### config.mk
export PLATFORM = sky130hd
export DESIGN_NAME = tile_scheduler_writeback_flat
export DESIGN_NICKNAME = d
export VERILOG_FILES = /design/src/rtl/tile_scheduler_writeback_if.sv /design/src/rtl/tile_scheduler_writeback.sv /design/src/flat_wrapper.sv
export SDC_FILE = /design/constraint.sdc
export NUM_CORES = 1
export LEC_CHECK = 0
export ABC_AREA = 1
export CAP_MARGIN = 25
export CORE_AREA = 5 5 219 221
export DETAILED_ROUTE_END_ITERATION = 12
export DIE_AREA = 0 0 224 226
export GPL_ROUTABILITY_DRIVEN = 0
export HOLD_SLACK_MARGIN = 0.12
export PLACE_DENSITY_LB_ADDON = 0.15
export REMOVE_ABC_BUFFERS = 1
export SLEW_MARGIN = 20
export SYNTH_ARGS = -nofsm -noshare
export SYNTH_HDL_FRONTEND = slang
export SYNTH_SLANG_ARGS = --single-unit
### constraint.sdc
create_clock -name BOARD_CLK -period 7.7 [get_ports BOARD_CLK]
set_input_delay 0.77 -clock BOARD_CLK [delete_from_list [all_inputs] [get_ports BOARD_CLK]]
set_output_delay 0.77 -clock BOARD_CLK [all_outputs]
set_load 0.005 [all_outputs]
### src/rtl/tile_scheduler_writeback_if.sv
// ----------------------------------------------------------------------------
// tile_scheduler_writeback_if
// Bundles the frame control, rasterizer handshake and framebuffer write bus of
// the tile scheduler.
//   master : the scheduler (drives frameDone/busy, tile requests, SRAM beats)
//   slave  : the environment (frame requester, rasterizer, SRAM controller)
// Signals:
//   frameStart, frameDone, busy            frame control
//   startRasterizing, doneRasterizing      rasterizer handshake
//   rasterxOffset, rasteryOffset           pixel origin of requested tile
//   rasterTileID                           colour buffer the rasterizer fills
//   cBufferTile0/1[x][y]                   rasterizer colour tiles
//   sramAddr, sramData, sramWe, sramReady  framebuffer write beat
// ----------------------------------------------------------------------------
interface tile_scheduler_writeback_if #(
  parameter int tileDim  = 4,
  parameter int addrBits = 19
);
  logic                frameStart;
  logic                frameDone;
  logic                busy;
  logic                startRasterizing;
  logic                doneRasterizing;
  logic [9:0]          rasterxOffset;
  logic [9:0]          rasteryOffset;
  logic                rasterTileID;
  logic [15:0]         cBufferTile0 [tileDim][tileDim];
  logic [15:0]         cBufferTile1 [tileDim][tileDim];
  logic [addrBits-1:0] sramAddr;
  logic [15:0]         sramData;
  logic                sramWe;
  logic                sramReady;

  modport master (
    input  frameStart, doneRasterizing, cBufferTile0, cBufferTile1, sramReady,
    output frameDone, busy, startRasterizing, rasterxOffset, rasteryOffset,
           rasterTileID, sramAddr, sramData, sramWe
  );

  modport slave (
    output frameStart, doneRasterizing, cBufferTile0, cBufferTile1, sramReady,
    input  frameDone, busy, startRasterizing, rasterxOffset, rasteryOffset,
           rasterTileID, sramAddr, sramData, sramWe
  );
endinterface

### src/rtl/tile_scheduler_writeback.sv
// ----------------------------------------------------------------------------
// tile_scheduler_writeback
// Walks a frame tile by tile in raster order, asks the rasterizer to fill one
// of two ping-pong colour buffers, and streams each finished buffer into the
// framebuffer while the rasterizer works on the next tile.
// Ports:
//   BOARD_CLK      sole clock, rising edge
//   BOARD_RESET_N  asynchronous active-low reset
//   bus            tile_scheduler_writeback_if.master (frame control,
//                  rasterizer handshake, SRAM write beat)
// ----------------------------------------------------------------------------
module tile_scheduler_writeback #(
  parameter int tileDim  = 4,
  parameter int screenW  = 640,
  parameter int screenH  = 480,
  parameter int addrBits = 19
) (
  input  logic                        BOARD_CLK,
  input  logic                        BOARD_RESET_N,
  tile_scheduler_writeback_if.master  bus
);

  localparam int             CW        = (tileDim > 1) ? $clog2(tileDim) : 1;
  localparam logic [9:0]     LAST_X    = 10'(screenW - tileDim);
  localparam logic [9:0]     LAST_Y    = 10'(screenH - tileDim);
  localparam logic [9:0]     TILE_STEP = 10'(tileDim);
  localparam logic [CW-1:0]  PMAX      = CW'(tileDim - 1);

  // R_DRAIN is the idle-pending-drain state: last tile handed off, waiting
  // for its writeback to finish before frameDone.
  typedef enum logic [2:0] {R_IDLE, R_REQ, R_RELEASE, R_HANDOFF, R_DRAIN} r_state_e;
  typedef enum logic {W_IDLE, W_WRITE} w_state_e;

  r_state_e      r_state_q, r_state_d;
  logic [9:0]    tile_x_q, tile_x_d;
  logic [9:0]    tile_y_q, tile_y_d;
  logic          tile_id_q, tile_id_d;

  w_state_e      w_state_q, w_state_d;
  logic [9:0]    wb_x_q, wb_x_d;
  logic [9:0]    wb_y_q, wb_y_d;
  logic          wb_buf_q, wb_buf_d;
  logic [CW-1:0] px_q, px_d;
  logic [CW-1:0] py_q, py_d;

  logic          wb_start;
  logic          w_idle;
  logic          last_tile;
  logic          beat_acc;
  logic [31:0]   addr_full;
  logic [15:0]   pix;

  assign w_idle    = (w_state_q == W_IDLE);
  assign last_tile = (tile_x_q == LAST_X) && (tile_y_q == LAST_Y);
  assign beat_acc  = (w_state_q == W_WRITE) && bus.sramReady;

  // State registers
  always_ff @(posedge BOARD_CLK or negedge BOARD_RESET_N) begin
    if (!BOARD_RESET_N) begin
      r_state_q <= R_IDLE;
      tile_x_q  <= '0;
      tile_y_q  <= '0;
      tile_id_q <= 1'b0;
      w_state_q <= W_IDLE;
      wb_x_q    <= '0;
      wb_y_q    <= '0;
      wb_buf_q  <= 1'b0;
      px_q      <= '0;
      py_q      <= '0;
    end else begin
      r_state_q <= r_state_d;
      tile_x_q  <= tile_x_d;
      tile_y_q  <= tile_y_d;
      tile_id_q <= tile_id_d;
      w_state_q <= w_state_d;
      wb_x_q    <= wb_x_d;
      wb_y_q    <= wb_y_d;
      wb_buf_q  <= wb_buf_d;
      px_q      <= px_d;
      py_q      <= py_d;
    end
  end

  // Raster FSM next state. The handoff only fires once the writeback engine
  // is idle, so the buffer being drained is never the one being refilled.
  always_comb begin
    r_state_d = r_state_q;
    tile_x_d  = tile_x_q;
    tile_y_d  = tile_y_q;
    tile_id_d = tile_id_q;
    wb_start  = 1'b0;
    case (r_state_q)
      R_IDLE: begin
        if (bus.frameStart) begin
          r_state_d = R_REQ;
          tile_x_d  = '0;
          tile_y_d  = '0;
          tile_id_d = 1'b0;
        end
      end
      R_REQ:     if (bus.doneRasterizing)  r_state_d = R_RELEASE;
      R_RELEASE: if (!bus.doneRasterizing) r_state_d = R_HANDOFF;
      R_HANDOFF: begin
        if (w_idle) begin
          wb_start = 1'b1;
          if (last_tile) begin
            r_state_d = R_DRAIN;
          end else begin
            r_state_d = R_REQ;
            tile_id_d = ~tile_id_q;
            if (tile_x_q == LAST_X) begin
              tile_x_d = '0;
              tile_y_d = tile_y_q + TILE_STEP;
            end else begin
              tile_x_d = tile_x_q + TILE_STEP;
            end
          end
        end
      end
      R_DRAIN:   if (w_idle) r_state_d = R_IDLE;
      default:   r_state_d = R_IDLE;
    endcase
  end

  // Writeback FSM next state: px fastest, then py; counters only move on an
  // accepted beat so a stalled beat is held unchanged.
  always_comb begin
    w_state_d = w_state_q;
    wb_x_d    = wb_x_q;
    wb_y_d    = wb_y_q;
    wb_buf_d  = wb_buf_q;
    px_d      = px_q;
    py_d      = py_q;
    case (w_state_q)
      W_IDLE: begin
        if (wb_start) begin
          w_state_d = W_WRITE;
          wb_x_d    = tile_x_q;
          wb_y_d    = tile_y_q;
          wb_buf_d  = tile_id_q;
          px_d      = '0;
          py_d      = '0;
        end
      end
      W_WRITE: begin
        if (beat_acc) begin
          if (px_q == PMAX) begin
            px_d = '0;
            if (py_q == PMAX) w_state_d = W_IDLE;
            else              py_d = py_q + CW'(1);
          end else begin
            px_d = px_q + CW'(1);
          end
        end
      end
      default: w_state_d = W_IDLE;
    endcase
  end

  // Outputs. Address and data are forced to zero outside W_WRITE so that
  // every output reads zero while reset is asserted.
  always_comb begin
    addr_full = (32'(wb_y_q) + 32'(py_q)) * 32'(screenW) + 32'(wb_x_q) + 32'(px_q);
    pix       = wb_buf_q ? bus.cBufferTile1[px_q][py_q] : bus.cBufferTile0[px_q][py_q];
    bus.startRasterizing = (r_state_q == R_REQ);
    bus.busy             = (r_state_q != R_IDLE);
    bus.frameDone        = (r_state_q == R_DRAIN) && w_idle;
    bus.rasterxOffset    = tile_x_q;
    bus.rasteryOffset    = tile_y_q;
    bus.rasterTileID     = tile_id_q;
    bus.sramWe           = (w_state_q == W_WRITE);
    bus.sramAddr         = bus.sramWe ? addr_full[addrBits-1:0] : '0;
    bus.sramData         = bus.sramWe ? pix : 16'h0000;
  end

endmodule

### src/flat_wrapper.sv
// flat-port wrapper written by rule: the top's interface ports become plain ports
module tile_scheduler_writeback_flat 
#(
  parameter int tileDim  = 4,
  parameter int screenW  = 640,
  parameter int screenH  = 480,
  parameter int addrBits = 19
)
  (BOARD_CLK, BOARD_RESET_N, bus_frameStart, bus_doneRasterizing, bus_cBufferTile0, bus_cBufferTile1, bus_sramReady, bus_frameDone, bus_busy, bus_startRasterizing, bus_rasterxOffset, bus_rasteryOffset, bus_rasterTileID, bus_sramAddr, bus_sramData, bus_sramWe);
  tile_scheduler_writeback_if #(.tileDim(tileDim), .addrBits(addrBits)) bus_i ();
  input  logic BOARD_CLK;
  input  logic BOARD_RESET_N;
  input wire logic [$bits(bus_i.frameStart)-1:0] bus_frameStart;
  input wire logic [$bits(bus_i.doneRasterizing)-1:0] bus_doneRasterizing;
  input wire logic [$bits(bus_i.cBufferTile0)-1:0] bus_cBufferTile0;
  input wire logic [$bits(bus_i.cBufferTile1)-1:0] bus_cBufferTile1;
  input wire logic [$bits(bus_i.sramReady)-1:0] bus_sramReady;
  output wire logic [$bits(bus_i.frameDone)-1:0] bus_frameDone;
  output wire logic [$bits(bus_i.busy)-1:0] bus_busy;
  output wire logic [$bits(bus_i.startRasterizing)-1:0] bus_startRasterizing;
  output wire logic [$bits(bus_i.rasterxOffset)-1:0] bus_rasterxOffset;
  output wire logic [$bits(bus_i.rasteryOffset)-1:0] bus_rasteryOffset;
  output wire logic [$bits(bus_i.rasterTileID)-1:0] bus_rasterTileID;
  output wire logic [$bits(bus_i.sramAddr)-1:0] bus_sramAddr;
  output wire logic [$bits(bus_i.sramData)-1:0] bus_sramData;
  output wire logic [$bits(bus_i.sramWe)-1:0] bus_sramWe;
  assign bus_i.frameStart = bus_frameStart;
  assign bus_i.doneRasterizing = bus_doneRasterizing;
  assign bus_i.cBufferTile0 = {>>{bus_cBufferTile0}};
  assign bus_i.cBufferTile1 = {>>{bus_cBufferTile1}};
  assign bus_i.sramReady = bus_sramReady;
  assign bus_frameDone = bus_i.frameDone;
  assign bus_busy = bus_i.busy;
  assign bus_startRasterizing = bus_i.startRasterizing;
  assign bus_rasterxOffset = bus_i.rasterxOffset;
  assign bus_rasteryOffset = bus_i.rasteryOffset;
  assign bus_rasterTileID = bus_i.rasterTileID;
  assign bus_sramAddr = bus_i.sramAddr;
  assign bus_sramData = bus_i.sramData;
  assign bus_sramWe = bus_i.sramWe;
  tile_scheduler_writeback #(.tileDim(tileDim), .screenW(screenW), .screenH(screenH), .addrBits(addrBits)) u_core (.BOARD_CLK(BOARD_CLK), .BOARD_RESET_N(BOARD_RESET_N), .bus(bus_i));
endmodule
# Yosys cells after proc, flatten, opt, wreduce, memory -nomap -nowiden
# Index checks and enable logic that the tools add are counted.
# word_totals
in_bits	517
word_cells	105
out_inout_bits	60
register_bits	50
# classes
addsub	7
n_mul	1
mux	50
magnitude_cmp	2
reduce_logical	12
n_eq_ne	19
bitwise	4
# op_table
operator	n
binary-select mux 64 bit (select 2 bit)	2
2-to-1 mux 64 bit	4
2-to-1 mux 16 bit	6
2-to-1 mux 10 bit	7
binary-select mux 16 bit (select 2 bit)	2
case mux 10 bit (2 select lines)	2
multiplier 32 x 3 -> 12 bit (second input constant)	1
adder 10 x 3 -> 10 bit (second input constant)	2
adder 19 x 10 -> 19 bit	1
adder 19 x 2 -> 19 bit	1
2-to-1 mux 19 bit	1
2-to-1 mux 3 bit	6
inequality test 2 bit (second input constant)	9
case mux 3 bit (5 select lines)	1
2-to-1 mux 2 bit	6
adder 10 x 2 -> 11 bit	1
== test 10 bit (second input constant)	1
== test 10 x 9 -> 1 bit (second input constant)	1
AND reduction 5 bit	2
2-to-1 mux 1 bit	9
case mux 2 bit (2 select lines)	2
AND reduction 4 bit	2
== test 3 x 2 -> 1 bit (second input constant)	2
greater-or-equal comparator 3 bit (second input constant)	2
other kinds (13)	22

# Depth between registers and ports, before layout
# depth
word_depth	9
depth_mapped	15

# Worst setup path before layout
# Ideal clock, no wire load.
# synth_timing
path_kind	reg-to-output
start	register u_core.wb_y_q[3]
end	output port bus_sramAddr[18]
path_buffers	1
stages_incl_launch_ff	15
slack_ps	4502
t_arrival_ps	2428
path_cell_list	dfrtp_1 -> clkbuf_1 -> ha_1 -> ha_1 -> fa_1 -> nand2_1 -> nor2_1 -> nand2_1 -> a21oi_2 -> nand3_1 -> nor2_1 -> nand2_1 -> nand2_1 -> nand2_1 -> nor2_1
# synth_between
elab_chain_len	5
# synth_lines
item	line	source
start, declared	tile_scheduler_writeback.sv:41	logic [9:0] wb_y_q, wb_y_d;
start signal, assigned	tile_scheduler_writeback.sv:77	wb_y_q <= wb_y_d;
adder 10 x 2 -> 11 bit	tile_scheduler_writeback.sv:163	addr_full = (32'(wb_y_q) + 32'(py_q)) * 32'(screenW) + 32'(wb_x_q) + 32'(px_q);
multiplier 32 x 3 -> 12 bit	tile_scheduler_writeback.sv:163	
adder 19 x 10 -> 19 bit	tile_scheduler_writeback.sv:163	
adder 19 x 2 -> 19 bit	tile_scheduler_writeback.sv:163	
2-to-1 mux 19 bit	tile_scheduler_writeback.sv:172	bus.sramAddr = bus.sramWe ? addr_full[addrBits-1:0] : '0;
end, declared	flat_wrapper.sv:24	output wire logic [$bits(bus_i.sramAddr)-1:0] bus_sramAddr;
# Every way passes these cells.

# Worst setup path in the final report
# layout_timing
start	register u_core.px_q[0]
end	output port bus_sramData[0]
# layout_between
elab_chain_len	9
# layout_lines
item	line	source
start, declared	tile_scheduler_writeback.sv:43	logic [CW-1:0] px_q, px_d;
start signal, assigned	tile_scheduler_writeback.sv:79	px_q <= px_d;
inverter 2 -> 3 bit (implied by the code) *	tile_scheduler_writeback.sv:164	pix = wb_buf_q ? bus.cBufferTile1[px_q][py_q] : bus.cBufferTile0[px_q][py_q];
binary-select mux 64 bit (select 2 bit)	tile_scheduler_writeback.sv:164	
2-to-1 mux 64 bit (implied by the code) (2 in a row)	tile_scheduler_writeback.sv:164	
binary-select mux 16 bit (select 2 bit)	tile_scheduler_writeback.sv:164	
2-to-1 mux 16 bit (implied by the code) (2 in a row)	tile_scheduler_writeback.sv:164	
2-to-1 mux 16 bit *	tile_scheduler_writeback.sv:164	
2-to-1 mux 16 bit *	tile_scheduler_writeback.sv:173	bus.sramData = bus.sramWe ? pix : 16'h0000;
end, declared	flat_wrapper.sv:25	output wire logic [$bits(bus_i.sramData)-1:0] bus_sramData;
# Every way passes the cells marked *; elsewhere a longest branch is shown, timed or not. The select of a mux whose other input is x is not followed.

==> impl_metrics.prom <==
# TYPE chip_impl_metric gauge
chip_impl_metric{name="post_cts_buffers",unit=""} 0
chip_impl_metric{name="num_io_pins",unit=""} 577
chip_impl_metric{name="max-slew-margin-rel",unit="%"} 31.2
chip_impl_metric{name="slowest_delay",unit="ns"} 0.80
chip_impl_metric{name="synthesis.area",unit="um^2"} 7930
chip_impl_metric{name="power-per-cell-area",unit="nW/um^2"} 271
chip_impl_metric{name="finalWorstPathRequiredPeriod",unit="ns"} 4.83
chip_impl_info{name="cts_tree",value="yes"} 1
chip_impl_metric{name="final_hold_vio_count",unit=""} 0
chip_impl_metric{name="worst_pin_slew",unit="ns"} 1.03
chip_impl_metric{name="wl_per_cell",unit="um"} 20.6
chip_impl_metric{name="start_util",unit="%"} 17.2
chip_impl_metric{name="synthesis_to_finish_area_growth",unit="%"} 79.1
chip_impl_metric{name="top_achievable_clock_speed",unit="MHz"} 207
chip_impl_metric{name="p_sw_share",unit="%"} 56.6
chip_impl_metric{name="via_count",unit=""} 12000
chip_impl_metric{name="antenna_violating_nets_post_route",unit=""} 0
chip_impl_info{name="path_common_cell",value="sky130_fd_sc_hd__nor2_1"} 1
chip_impl_metric{name="place.detailed.hpwl",unit="um"} 42300
chip_impl_metric{name="detailedRoute.firstIterationViolations",unit=""} 887
chip_impl_metric{name="remaining_drc_errors",unit=""} 0
chip_impl_metric{name="worst_ep_arrival_time",unit="ns"} 4.06
chip_impl_metric{name="max-cap-violations",unit=""} 0
chip_impl_metric{name="worst_hold_slack",unit="ns"} 0.474
chip_impl_metric{name="cts_max_level",unit=""} 2
chip_impl_metric{name="drt_first_pass_iters",unit=""} 5
chip_impl_metric{name="cts_hold_buf",unit=""} 0
chip_impl_metric{name="placed_cell_area",unit="um^2"} 14000
chip_impl_info{name="cts_root_buffer",value="sky130_fd_sc_hd__clkbuf_16"} 1
chip_impl_metric{name="crit_fanout",unit=""} 87
chip_impl_metric{name="combPwrFrac",unit="%"} 83.2
chip_impl_metric{name="layout-drive-gt1-share",unit="%"} 2.38
chip_impl_metric{name="switching_power",unit="mW"} 2.18
chip_impl_metric{name="ys_ff_latch",unit=""} 42
chip_impl_metric{name="cts-root-to-sink-buffers",unit=""} 2
chip_impl_info{name="critical_path_cell_by_cell",value="buf_4 -> buf_4 -> o21ai_0 -> o22ai_1 -> o21ai_0 -> nor2_1 -> nor2_1 -> nor2_1 -> clkdlybuf4s50_1"} 1
chip_impl_metric{name="synth_seq_area_share",unit="%"} 13.3
chip_impl_metric{name="layout.cell_area.non_filler",unit="um^2"} 14200
chip_impl_metric{name="cts.sinks",unit=""} 42
chip_impl_metric{name="clk-insertion-delay-late",unit="ns"} 0.28
chip_impl_metric{name="grtUsageTotal",unit="%"} 19.8
chip_impl_info{name="endpoint_kind",value="output port"} 1
chip_impl_metric{name="grt_max_degree",unit=""} 125
chip_impl_metric{name="fp-row-count",unit=""} 79
chip_impl_metric{name="design.die.area",unit="um^2"} 50600
chip_impl_metric{name="finalCritPeriodShare",unit="%"} 62.7
chip_impl_metric{name="tritoncts.num_buffers",unit=""} 5
chip_impl_info{name="rr_startpoint",value="u_core.r_state_q[1]"} 1
chip_impl_info{name="reg2reg_to",value="u_core.bus.rasterxOffset[9]"} 1
chip_impl_metric{name="syn_area_per_cell",unit="um^2"} 5.13
chip_impl_metric{name="synthCells",unit=""} 1544
chip_impl_metric{name="count_of_warnings_emitted_by_yosys",unit=""} 0
chip_impl_metric{name="cts-resized-gates",unit=""} 0
chip_impl_metric{name="power_leakage",unit="nW"} 6.14
chip_impl_metric{name="worst-r2r-setup-slack",unit="ns"} 5.61
chip_impl_info{name="outcome",value="finished, final reports clean"} 1
chip_impl_info{name="critical_path_class",value="register to output port"} 1
chip_impl_metric{name="final_nets",unit=""} 2553
chip_impl_metric{name="cp.required",unit="ns"} 6.93
chip_impl_metric{name="grt_antenna_before_repair",unit=""} 23
chip_impl_metric{name="totalNegativeSetupSlack",unit="ns"} 0
chip_impl_metric{name="power.share.clock",unit="%"} 7.4
chip_impl_info{name="min-delay-path-class",value="input port to async pin"} 1
chip_impl_metric{name="first_pass_grt_wire_length",unit="um"} 76700
chip_impl_metric{name="die_y",unit="um"} 226
chip_impl_metric{name="vias_per_cell",unit=""} 4.56
chip_impl_metric{name="final.setup_skew",unit="ns"} 0.00485
chip_impl_metric{name="report.final.setup_viol",unit=""} 0
chip_impl_metric{name="buffer_ports.inserted",unit=""} 572
chip_impl_metric{name="die_w",unit="um"} 224
chip_impl_metric{name="seq_power_share",unit="%"} 9.4
chip_impl_metric{name="globalRouteOverflowTotal",unit=""} 0
chip_impl_info{name="grt_setup_unrepaired",value="no"} 1
chip_impl_metric{name="r2r.worst_path.cells",unit=""} 8
chip_impl_metric{name="peakVddDrop",unit="uV"} 217
chip_impl_metric{name="timing_max_transition_violations_final",unit=""} 0
chip_impl_metric{name="cell_internal_pwr",unit="mW"} 1.67
chip_impl_info{name="slowest_stage_cell_crit_path",value="sky130_fd_sc_hd__buf_4"} 1
chip_impl_info{name="setup.worst_path.start_class",value="register"} 1
chip_impl_metric{name="synth_cell_types",unit=""} 40
chip_impl_metric{name="vias_in_the_first_global_route",unit=""} 11700
chip_impl_metric{name="num-fill-cells",unit=""} 5163
chip_impl_metric{name="total_wirelength",unit="um"} 54400
chip_impl_metric{name="core-area",unit="um^2"} 46000
chip_impl_metric{name="clock_pin_transition_on_the_worst_setup_and_hold_timing_paths",unit="ns"} 0.06
==> per-layer routing <==
layer	wire length [um]	GRT usage, %	vias up
met2	27600	35.5	412
met5	103	0	-
met3	3700	3.83	62
met4	1110	5.57	16
li1	-	-	6044
met1	21900	24.3	5484
==> power groups by stage <==
stage	Combinational [mW]	Sequential (mW)	Clock, mW
after floorplan	1.73	0.512	0
after global placement	3.22	0.371	0
after detailed placement	3.22	0.372	0
after CTS	3.23	0.368	0.293
after global routing	3.56	0.375	0.299
final	3.20	0.363	0.284
==> final cells by class <==
type,instances,area (um^2),area share (%)
multi-input combinational,1312,6050,42.6
timing repair buffer,586,5830,41.1
sequential,42,1060,7.48
tap,607,759,5.35
inverter,65,255,1.80
clock buffer,6,139,0.978
clock inverter,2,60.1,0.423
antenna,15,37.5,0.264
==> cell usage in the layout, fill, tap and decap left out, types with 8 or more instances in the layout <==
cell type	synthesis	final
sky130_fd_sc_hd__o21ai_1	32	32
sky130_fd_sc_hd__diode_2	0	15
sky130_fd_sc_hd__o22ai_1	32	32
sky130_fd_sc_hd__nand2_1	526	526
sky130_fd_sc_hd__o21ai_0	124	124
sky130_fd_sc_hd__a21oi_1	107	107
sky130_fd_sc_hd__inv_1	55	54
sky130_fd_sc_hd__nor2_1	223	223
sky130_fd_sc_hd__ha_1	23	23
sky130_fd_sc_hd__nand3_1	151	151
sky130_fd_sc_hd__dfrtp_1	42	37
sky130_fd_sc_hd__buf_4	6	15
sky130_fd_sc_hd__o31ai_1	42	42
sky130_fd_sc_hd__nor3_1	11	11
sky130_fd_sc_hd__nand4_1	8	8
sky130_fd_sc_hd__clkdlybuf4s50_1	0	571
==> how the worst max path moves through the flow <==
| stage | endpoint | cells past startpoint | slack [ns] | start |
|---|---|---|---|---|
| after floorplan | bus_sramData[0] | 7 | -1.40 | u_core.px_q[0] |
| after global placement | bus_sramData[0] | 9 | 3.16 | u_core.px_q[0] |
| after detailed placement | bus_sramData[0] | 9 | 3.18 | u_core.px_q[0] |
| after CTS | bus_sramData[0] | 9 | 2.84 | u_core.px_q[0] |
| after global routing | bus_sramData[15] | 11 | 2.59 | u_core.px_q[0] |
| final | bus_sramData[0] | 9 | 2.87 | u_core.px_q[0] |
==> kinds of logic after synthesis <==
family / synth area share (%)
flops: 13.3
xor+xnor: 0.663
other cells: 0.0473
fa+ha+maj: 3.88
compound gates: 23.8
simple gates: 47.8
buf+inv: 10.6
==> synthesized netlist by cell type <==
cell type | count | area [um^2]
sky130_fd_sc_hd__a21oi_1 | 107 | 536
sky130_fd_sc_hd__a21oi_2 | 1 | 8.76
sky130_fd_sc_hd__a22o_1 | 1 | 8.76
sky130_fd_sc_hd__a31oi_1 | 1 | 6.26
sky130_fd_sc_hd__a32oi_1 | 1 | 8.76
sky130_fd_sc_hd__buf_1 | 6 | 22.5
sky130_fd_sc_hd__buf_2 | 63 | 315
sky130_fd_sc_hd__buf_4 | 6 | 45.0
sky130_fd_sc_hd__buf_6 | 1 | 11.3
sky130_fd_sc_hd__clkbuf_1 | 53 | 199
sky130_fd_sc_hd__clkinv_1 | 1 | 3.75
sky130_fd_sc_hd__conb_1 | 1 | 3.75
sky130_fd_sc_hd__dfrtp_1 | 42 | 1050
sky130_fd_sc_hd__fa_1 | 1 | 20.0
sky130_fd_sc_hd__ha_1 | 23 | 288
sky130_fd_sc_hd__inv_1 | 55 | 206
sky130_fd_sc_hd__inv_2 | 9 | 33.8
sky130_fd_sc_hd__nand2_1 | 526 | 1970
sky130_fd_sc_hd__nand2_2 | 3 | 18.8
sky130_fd_sc_hd__nand3_1 | 151 | 756
sky130_fd_sc_hd__nand3_2 | 1 | 10.0
sky130_fd_sc_hd__nand3b_1 | 1 | 7.51
sky130_fd_sc_hd__nand4_1 | 8 | 50.1
sky130_fd_sc_hd__nor2_1 | 223 | 837
sky130_fd_sc_hd__nor2_2 | 1 | 6.26
sky130_fd_sc_hd__nor2_4 | 1 | 11.3
sky130_fd_sc_hd__nor3_1 | 11 | 55.1
sky130_fd_sc_hd__nor3_4 | 1 | 16.3
sky130_fd_sc_hd__nor3b_1 | 2 | 15.0
sky130_fd_sc_hd__nor4_1 | 2 | 12.5
sky130_fd_sc_hd__nor4_2 | 1 | 12.5
sky130_fd_sc_hd__o21a_1 | 2 | 15.0
sky130_fd_sc_hd__o21ai_0 | 124 | 621
sky130_fd_sc_hd__o21ai_1 | 32 | 160
sky130_fd_sc_hd__o21bai_1 | 1 | 7.51
sky130_fd_sc_hd__o22ai_1 | 32 | 200
sky130_fd_sc_hd__o31ai_1 | 42 | 315
sky130_fd_sc_hd__or2_2 | 1 | 6.26
sky130_fd_sc_hd__xnor2_1 | 2 | 17.5
sky130_fd_sc_hd__xor2_1 | 4 | 35.0
==> registers in the layout, summed over array words and instances, names as in the netlist, 2 cells and up <==
signal and cells:
u_core.wb_y_q 8, u_core.wb_x_q 8, u_core.bus.rasterxOffset 8, u_core.py_q 2
u_core.bus.rasteryOffset 8, u_core.r_state_q 3, u_core.px_q 2
==> metrics by stage <==
step	worst slack [ns]	power [mW]	util (%)	std cells
floorplan	-1.40	2.24	-	1419
global placement	3.16	3.59	30.4	2612
detailed placement	3.18	3.59	30.4	2612
CTS	2.84	3.89	30.8	2620
global route	2.59	4.24	30.9	2633
finish	2.87	3.85	30.9	2635
==> critical path: cells and delay by family (launching register included) <==
kind	cells	cell delay, ns
AOI/OAI and AO/OA	3	0.50
and+or+nand+nor	3	0.47
buffers and inverters	3	2.12
DFF	1	0.50
Note: power is estimated with default switching activity, not from simulation.
